==> src/rtl/ahb_master_interface.sv <==
`default_nettype none
// ============================================================================
// Module   : ahb_master_interface
// Brief    : AHB-Lite initiator. Turns a command handshake plus a one-entry
//            write-data buffer into SINGLE or INCR bursts of 32-bit words with
//            overlapped address and data phases, and returns read beats on a
//            pulse interface.
// Revision : 1.0  initial release
// ----------------------------------------------------------------------------
// Ports
//   Hclk, Hreset                 clock, synchronous active-high reset
//   cmd_valid/cmd_ready          command handshake (ready only when idle)
//   cmd_write, cmd_addr, cmd_len direction, word-aligned start, beats-1
//   wdata_valid/wdata_ready      write data handshake into one-entry buffer
//   wdata                        write data word
//   rd_valid, rd_data            one-cycle pulse per OKAY read beat
//   done, done_err               one-cycle burst-end pulse, error qualifier
//   Haddr, Htrans, Hwrite,
//   Hsize, Hburst, Hwdata        AHB master outputs (registered)
//   Hreadyin, Hrdata, Hresp      AHB slave responses
// ============================================================================
module ahb_master_interface #(
    parameter int LEN_W = 3
) (
    input  logic             Hclk,
    input  logic             Hreset,
    input  logic             cmd_valid,
    output logic             cmd_ready,
    input  logic             cmd_write,
    input  logic [31:0]      cmd_addr,
    input  logic [LEN_W-1:0] cmd_len,
    input  logic             wdata_valid,
    input  logic [31:0]      wdata,
    output logic             wdata_ready,
    output logic             rd_valid,
    output logic [31:0]      rd_data,
    output logic             done,
    output logic             done_err,
    output logic [31:0]      Haddr,
    output logic [1:0]       Htrans,
    output logic             Hwrite,
    output logic [2:0]       Hsize,
    output logic [2:0]       Hburst,
    output logic [31:0]      Hwdata,
    input  logic             Hreadyin,
    input  logic [31:0]      Hrdata,
    input  logic [1:0]       Hresp
);

    localparam logic [1:0] c_ST_IDLE = 2'd0;
    localparam logic [1:0] c_ST_ADDR = 2'd1;
    localparam logic [1:0] c_ST_LAST = 2'd2;
    localparam logic [1:0] c_ST_ERR  = 2'd3;

    localparam logic [1:0] c_TR_IDLE   = 2'b00;
    localparam logic [1:0] c_TR_BUSY   = 2'b01;
    localparam logic [1:0] c_TR_NONSEQ = 2'b10;
    localparam logic [1:0] c_TR_SEQ    = 2'b11;

    localparam logic [1:0] c_RESP_OKAY  = 2'b00;
    localparam logic [1:0] c_RESP_ERROR = 2'b01;

    localparam logic [2:0] c_BURST_SINGLE = 3'b000;
    localparam logic [2:0] c_BURST_INCR   = 3'b001;

    // Control state
    logic [1:0]       state_q,     state_d;
    logic [LEN_W-1:0] left_q,      left_d;      // beats still to issue after the pending one
    logic             first_q,     first_d;     // pending beat is the first of the burst
    logic             dphase_q,    dphase_d;    // a data phase is in progress this cycle
    logic             buf_full_q,  buf_full_d;
    logic [31:0]      buf_data_q,  buf_data_d;

    // Registered outputs
    logic [31:0]      Haddr_q,     Haddr_d;
    logic [1:0]       Htrans_q,    Htrans_d;
    logic             Hwrite_q,    Hwrite_d;
    logic [2:0]       Hburst_q,    Hburst_d;
    logic [31:0]      Hwdata_q,    Hwdata_d;
    logic             rd_valid_q,  rd_valid_d;
    logic [31:0]      rd_data_q,   rd_data_d;
    logic             done_q,      done_d;
    logic             done_err_q,  done_err_d;

    logic w_err_cyc;
    logic w_addr_done;
    logic w_drain;
    logic w_fill;
    logic w_beat_ok;

    // An ERROR response seen while a data phase is open; takes precedence
    // over any address phase presented in the same cycle.
    assign w_err_cyc   = dphase_q && (Hresp == c_RESP_ERROR) &&
                         ((state_q == c_ST_ADDR) || (state_q == c_ST_LAST));
    assign w_addr_done = (state_q == c_ST_ADDR) && Hreadyin && Htrans_q[1] && !w_err_cyc;
    assign w_drain     = w_addr_done && Hwrite_q;
    // The buffer may be refilled on the same edge it is drained into Hwdata.
    // During error recovery nothing new is taken since it would be flushed.
    assign wdata_ready = (state_q != c_ST_ERR) && (!buf_full_q || w_drain);
    assign w_fill      = wdata_valid && wdata_ready;

    // A write beat may only be presented once its data sits in the buffer.
    assign w_beat_ok   = !Hwrite_q || buf_full_d;

    always_comb begin
        state_d    = state_q;
        left_d     = left_q;
        first_d    = first_q;
        dphase_d   = dphase_q;
        buf_full_d = (buf_full_q && !w_drain) || w_fill;
        buf_data_d = w_fill ? wdata : buf_data_q;
        Haddr_d    = Haddr_q;
        Htrans_d   = Htrans_q;
        Hwrite_d   = Hwrite_q;
        Hburst_d   = Hburst_q;
        Hwdata_d   = Hwdata_q;
        rd_valid_d = 1'b0;
        rd_data_d  = rd_data_q;
        done_d     = 1'b0;
        done_err_d = 1'b0;

        case (state_q)
            c_ST_IDLE: begin
                if (cmd_valid) begin
                    state_d  = c_ST_ADDR;
                    left_d   = cmd_len;
                    first_d  = 1'b1;
                    dphase_d = 1'b0;
                    Haddr_d  = cmd_addr;
                    Hwrite_d = cmd_write;
                    Hburst_d = (cmd_len == '0) ? c_BURST_SINGLE : c_BURST_INCR;
                    Htrans_d = (!cmd_write || buf_full_d) ? c_TR_NONSEQ : c_TR_IDLE;
                end
            end

            c_ST_ADDR: begin
                if (w_err_cyc) begin
                    if (Hreadyin) begin
                        state_d    = c_ST_IDLE;
                        Htrans_d   = c_TR_IDLE;
                        dphase_d   = 1'b0;
                        buf_full_d = 1'b0;
                        done_d     = 1'b1;
                        done_err_d = 1'b1;
                    end else begin
                        state_d  = c_ST_ERR;
                        Htrans_d = c_TR_IDLE;
                    end
                end else if (Hreadyin) begin
                    if (dphase_q && !Hwrite_q && (Hresp == c_RESP_OKAY)) begin
                        rd_valid_d = 1'b1;
                        rd_data_d  = Hrdata;
                    end
                    if (Htrans_q[1]) begin
                        dphase_d = 1'b1;
                        if (Hwrite_q) begin
                            Hwdata_d = buf_data_q;
                        end
                        if (left_q == '0) begin
                            state_d  = c_ST_LAST;
                            Htrans_d = c_TR_IDLE;
                        end else begin
                            Haddr_d  = Haddr_q + 32'd4;
                            left_d   = left_q - LEN_W'(1);
                            first_d  = 1'b0;
                            Htrans_d = w_beat_ok ? c_TR_SEQ : c_TR_BUSY;
                        end
                    end else begin
                        // Waiting on write data: IDLE/BUSY until it lands.
                        dphase_d = 1'b0;
                        if (w_beat_ok) begin
                            Htrans_d = first_q ? c_TR_NONSEQ : c_TR_SEQ;
                        end
                    end
                end
            end

            c_ST_LAST: begin
                if (w_err_cyc) begin
                    if (Hreadyin) begin
                        state_d    = c_ST_IDLE;
                        dphase_d   = 1'b0;
                        buf_full_d = 1'b0;
                        done_d     = 1'b1;
                        done_err_d = 1'b1;
                    end else begin
                        state_d = c_ST_ERR;
                    end
                end else if (Hreadyin) begin
                    if (!Hwrite_q && (Hresp == c_RESP_OKAY)) begin
                        rd_valid_d = 1'b1;
                        rd_data_d  = Hrdata;
                    end
                    state_d  = c_ST_IDLE;
                    dphase_d = 1'b0;
                    done_d   = 1'b1;
                end
            end

            c_ST_ERR: begin
                // Second cycle of the two-cycle ERROR response.
                if (Hreadyin) begin
                    state_d    = c_ST_IDLE;
                    dphase_d   = 1'b0;
                    buf_full_d = 1'b0;
                    done_d     = 1'b1;
                    done_err_d = 1'b1;
                end
            end

            default: begin
                state_d = c_ST_IDLE;
            end
        endcase
    end

    always_ff @(posedge Hclk) begin
        if (Hreset) begin
            state_q    <= c_ST_IDLE;
            left_q     <= '0;
            first_q    <= 1'b0;
            dphase_q   <= 1'b0;
            buf_full_q <= 1'b0;
            buf_data_q <= 32'd0;
            Haddr_q    <= 32'd0;
            Htrans_q   <= c_TR_IDLE;
            Hwrite_q   <= 1'b0;
            Hburst_q   <= c_BURST_SINGLE;
            Hwdata_q   <= 32'd0;
            rd_valid_q <= 1'b0;
            rd_data_q  <= 32'd0;
            done_q     <= 1'b0;
            done_err_q <= 1'b0;
        end else begin
            state_q    <= state_d;
            left_q     <= left_d;
            first_q    <= first_d;
            dphase_q   <= dphase_d;
            buf_full_q <= buf_full_d;
            buf_data_q <= buf_data_d;
            Haddr_q    <= Haddr_d;
            Htrans_q   <= Htrans_d;
            Hwrite_q   <= Hwrite_d;
            Hburst_q   <= Hburst_d;
            Hwdata_q   <= Hwdata_d;
            rd_valid_q <= rd_valid_d;
            rd_data_q  <= rd_data_d;
            done_q     <= done_d;
            done_err_q <= done_err_d;
        end
    end

    assign cmd_ready = (state_q == c_ST_IDLE);
    assign rd_valid  = rd_valid_q;
    assign rd_data   = rd_data_q;
    assign done      = done_q;
    assign done_err  = done_err_q;
    assign Haddr     = Haddr_q;
    assign Htrans    = Htrans_q;
    assign Hwrite    = Hwrite_q;
    assign Hsize     = 3'b010;
    assign Hburst    = Hburst_q;
    assign Hwdata    = Hwdata_q;

endmodule
`default_nettype wire

==> config.mk <==
export PLATFORM = sky130hd
export DESIGN_NAME = ahb_master_interface
export DESIGN_NICKNAME = d
export VERILOG_FILES = /design/src/rtl/ahb_master_interface.sv
export SDC_FILE = /design/constraint.sdc
export NUM_CORES = 1
export LEC_CHECK = 0
export BUFFER_PORTS_ARGS = -buffer_cell sky130_fd_sc_hd__buf_2
export CAP_MARGIN = 20
export CORE_MARGIN = 3
export CORE_UTILIZATION = 50
export CTS_CLUSTER_DIAMETER = 100
export DETAILED_ROUTE_END_ITERATION = 10
export GPL_ROUTABILITY_DRIVEN = 0
export PLACE_DENSITY = 0.8
export SLEW_MARGIN = 10
export SYNTH_ARGS = -nofsm -noshare
export SYNTH_HDL_FRONTEND = slang
export SYNTH_SLANG_ARGS = --single-unit
==> constraint.sdc <==
create_clock -name Hclk -period 2.5 [get_ports Hclk]
set_input_delay 0.375 -clock Hclk [delete_from_list [all_inputs] [get_ports Hclk]]
set_output_delay 0.375 -clock Hclk [all_outputs]
set_load 0.02 [all_outputs]
==> impl_results.md <==
* Status: completed
* Number of global-route vias before repair at 5967
* Post-Route Utilization at approximately two thirds
* Period minus WS final at ~2.3 ns
* Leakage power at ~3.4 nW
* Synth Instances at 830
* CTS sink cnt at between 100 and 150
* Number of max-cap violations at 0
* Post-synth EDFFs at 0
* Synth unique cells at 55
* Worst setup path startpoint: state_q[0]
* Die X at between 100 and 150 um
* Worst-Skew Late Latency at ~0.42 ns
* Critical Path Start Type: register
* Fillers at 1106
* Worst Skew at roughly 0.0066 ns
* Share of cells above drive strength 1 at a little over a quarter
* TritonCTS clock tree: built
* Sequential fraction of the synthesis area at between 40% and 50%
* Clk root buf: clkbuf_16
* Worst-path maximum fanout at 19
* Total power at between 6 and 7 mW
* Area delta synth->final at 26.8%
* Synth Register Bits at 143
* Tot GR Track Use at between 20% and 30%
* M1 GR Usage at 31.4%
* Worst r2r src: state_q[0]
* Fraction of registers with async set/reset at 0%
* Worst slack at placement at around 0.17 ns
* Initial DRC Count at 660
* Busiest grt layer: met2
* Grt total ovfl at 0
* Die Area at ~14000 um^2
* Final WS setup at approximately 0.18 ns
* Pre-antenna DRT Iters at 5
* Synth warn at 0
* Worst-path clk slew at approximately 0.060 ns
* CP Class: register to register
* Max Fclk at 0.430 GHz
* Vias at 6582
* First-pass GRT wire length at between 20 and 30 mm
* Maximum vdd drop at ~620 uV
* Period utilization at just over 90%
* Synthesized area at ~6300 um^2
* Worst setup EP type: register
* Final Net Count at about 1100
* Met2 GRT Util at between 40% and 50%
* Average size of a mapped cell at 7.63 um^2
* Multi-input gate area at about 3100 um^2
* Final hold violations at 0
* Final ANT Viol Nets at 0
* WHS at about 0.19 ns
* Row count at 40
* Crit path cell chain: inv_1, ha_1, and4b_1, o41ai_2, and2_1, buf_4, a21oi_1, a211oi_2
* Leading register cell type out of synthesis: dfxtp_1
* Die Ht at ~120 um
* DRC viols at 0
* H-tree Lvls at 4
* Total CTS buffers at 17
* Via density per instance at 5.50
* Wire per inst at around 15 um
* CP arrival at between 2 and 3 ns
* Pin count of the biggest net entering global routing at 80
* Least-Margin Pin Slew at ~0.8 ns
* Worst hold start: Hrdata[12]
* PD cells at slightly below 800 nW/um^2
* WP data required at 2.84 ns
* Effective utilization at floorplan at between 50 and 60%
* Port Buffers at between 200 and 250
* Cts hold-fix bufs at 0
* Total core area at approximately 12000 um^2
* Slowest-stage cell, CP: o41ai_2
* Global-route met3 utilization at under 10%
* CTS Buffer Depth at 2
* Hold WC Path Type: primary input to register
* Headroom to the max-slew limit at between 40% and 50%
* Setup TNS at 0 ns
* Initial antenna violation count at 1
* Hpwl dp at 11.9 mm
* Total Wirelength at between 15 and 20 mm
* Max-slew violation count at 0
* Reg area at approximately 2900 um^2
* Final setup fails at 0
* Top Ports at roughly 220
* Crit-path max cell delay at between 0.3 and 0.4 ns
worst max-delay path, delay by kind of cell, from the launching register on:
family,cells,cell delay (ns)
AO/OA/AOI/OAI,3,0.68
adder cells (fa/ha/maj),1,0.37
buffers and inverters,2,0.35
flip-flops,1,0.37
AND/OR/NAND/NOR,2,0.47
final cells by class:
type	count	area share (%)
Timing Repair Buffer	230	15.1
Sequential cell	143	35.7
Antenna cell	1	0.0312
Clock buffer	21	5.61
Inverter	11	0.515
Tap cell	168	2.62
Clock inverter	11	1.37
Multi-Input combinational cell	611	39.1
layout by cell type, fill, tap and decap left out, types with 4 or more instances in the layout:
cell type	synthesis	routed
inv_1	10	10
a21o_1	5	5
nor4_1	7	7
clkinv_4	0	5
buf_4	9	18
nor3_1	13	13
clkbuf_16	0	17
a21oi_1	136	135
dfxtp_1	143	143
nand2_1	227	227
o221a_2	5	5
and4_1	4	4
nand4_1	15	15
mux2i_1	4	4
nor2b_1	10	10
ha_1	7	6
nand2b_1	9	9
a31oi_1	12	12
a41oi_1	5	5
nor2_1	33	32
a211oi_1	7	6
buf_2	14	210
o31ai_1	4	4
conb_1	2	5
o21ai_0	36	36
a211oi_2	4	5
and3_1	6	6
nand3_1	20	20
synthesized netlist by cell type (all sizes together) (4+ instances only):
cell type	number	area share [%]
nand2	227	13
dfxtp	143	45
a21oi	136	11
clkbuf	40	2.4
o21ai	36	2.8
nor2	33	2.0
buf	28	2.6
nand3	20	1.6
nand4	15	1.5
nor3	13	1.0
a31oi	12	1.2
a211oi	11	1.6
inv	10	0.59
nor2b	10	0.99
nand2b	9	0.89
ha	7	1.4
nor4	7	0.69
and3	6	0.59
a21o	5	0.59
a41oi	5	0.69
o221a	5	0.89
and2	4	0.40
and4	4	0.55
mux2i	4	0.63
o31ai	4	0.47
flip-flops by register name, indices dropped and copies added, names as in the netlist, 2 cells and up:
signal and cells:
rd_data 32, Hwdata 32, left_q 3, state_q 2, Haddr 32, buf_data_q 32
Htrans 2
cells by family (layout without fill, tap and decap cells):
group / count (synthesis) / count (layout) / share of synthesized area (%)
DFF: 143 / 143 / 45.2
AOI/OAI and AO/OA: 235 / 235 / 21.9
adders and majority gates: 7 / 7 / 1.38
and+or+nand+nor: 360 / 360 / 25.1
muxes: 4 / 4 / 0.633
other: 2 / 6 / 0.119
buffers and inverters: 79 / 273 / 5.61
routing by layer:
layer / part of all wire (%) / routed length (um) / vias to the layer above
li1: - / - / 3241
met2: 48 / 8610 / 275
met5: 0 / 0 / -
met1: 42 / 7550 / 3028
met4: 2.4 / 429 / 0
met3: 6.9 / 1230 / 38
worst paths after layout:
check	end	slack, ns	cells past startpoint
max	Haddr[16]	0.18	8
min	rd_data[12]	0.19	3
max reg2reg	Haddr[16]	0.18	8
min reg2reg	Hwdata[9]	0.45	2
metrics by stage:
| stage | instance area [um^2] | cells |
|---|---|---|
| after floorplan | 6340 | 833 |
| after global placement | 7440 | 1162 |
| after detailed placement | 7440 | 1162 |
| after CTS | 8000 | 1194 |
| after global routing | 8020 | 1196 |
| final | 8020 | 1196 |
where the power goes:
group          internal [mW]  switching [mW]  total (mW)
clock                   1.40           0.978        2.38
sequential              2.45           0.182        2.63
combinational          0.471           0.814        1.28
total                   4.32            1.97        6.30
what timing repair did:
| item | in CTS | in global routing |
|---|---|---|
| buffers inserted | 0 | 1 |
| setup endpoints to repair | 0 | 4 |
| resized for setup | 0 | 4 |
| endpoints found under the hold margin | 0 | 0 |
Power figures use the tool's default switching activity.
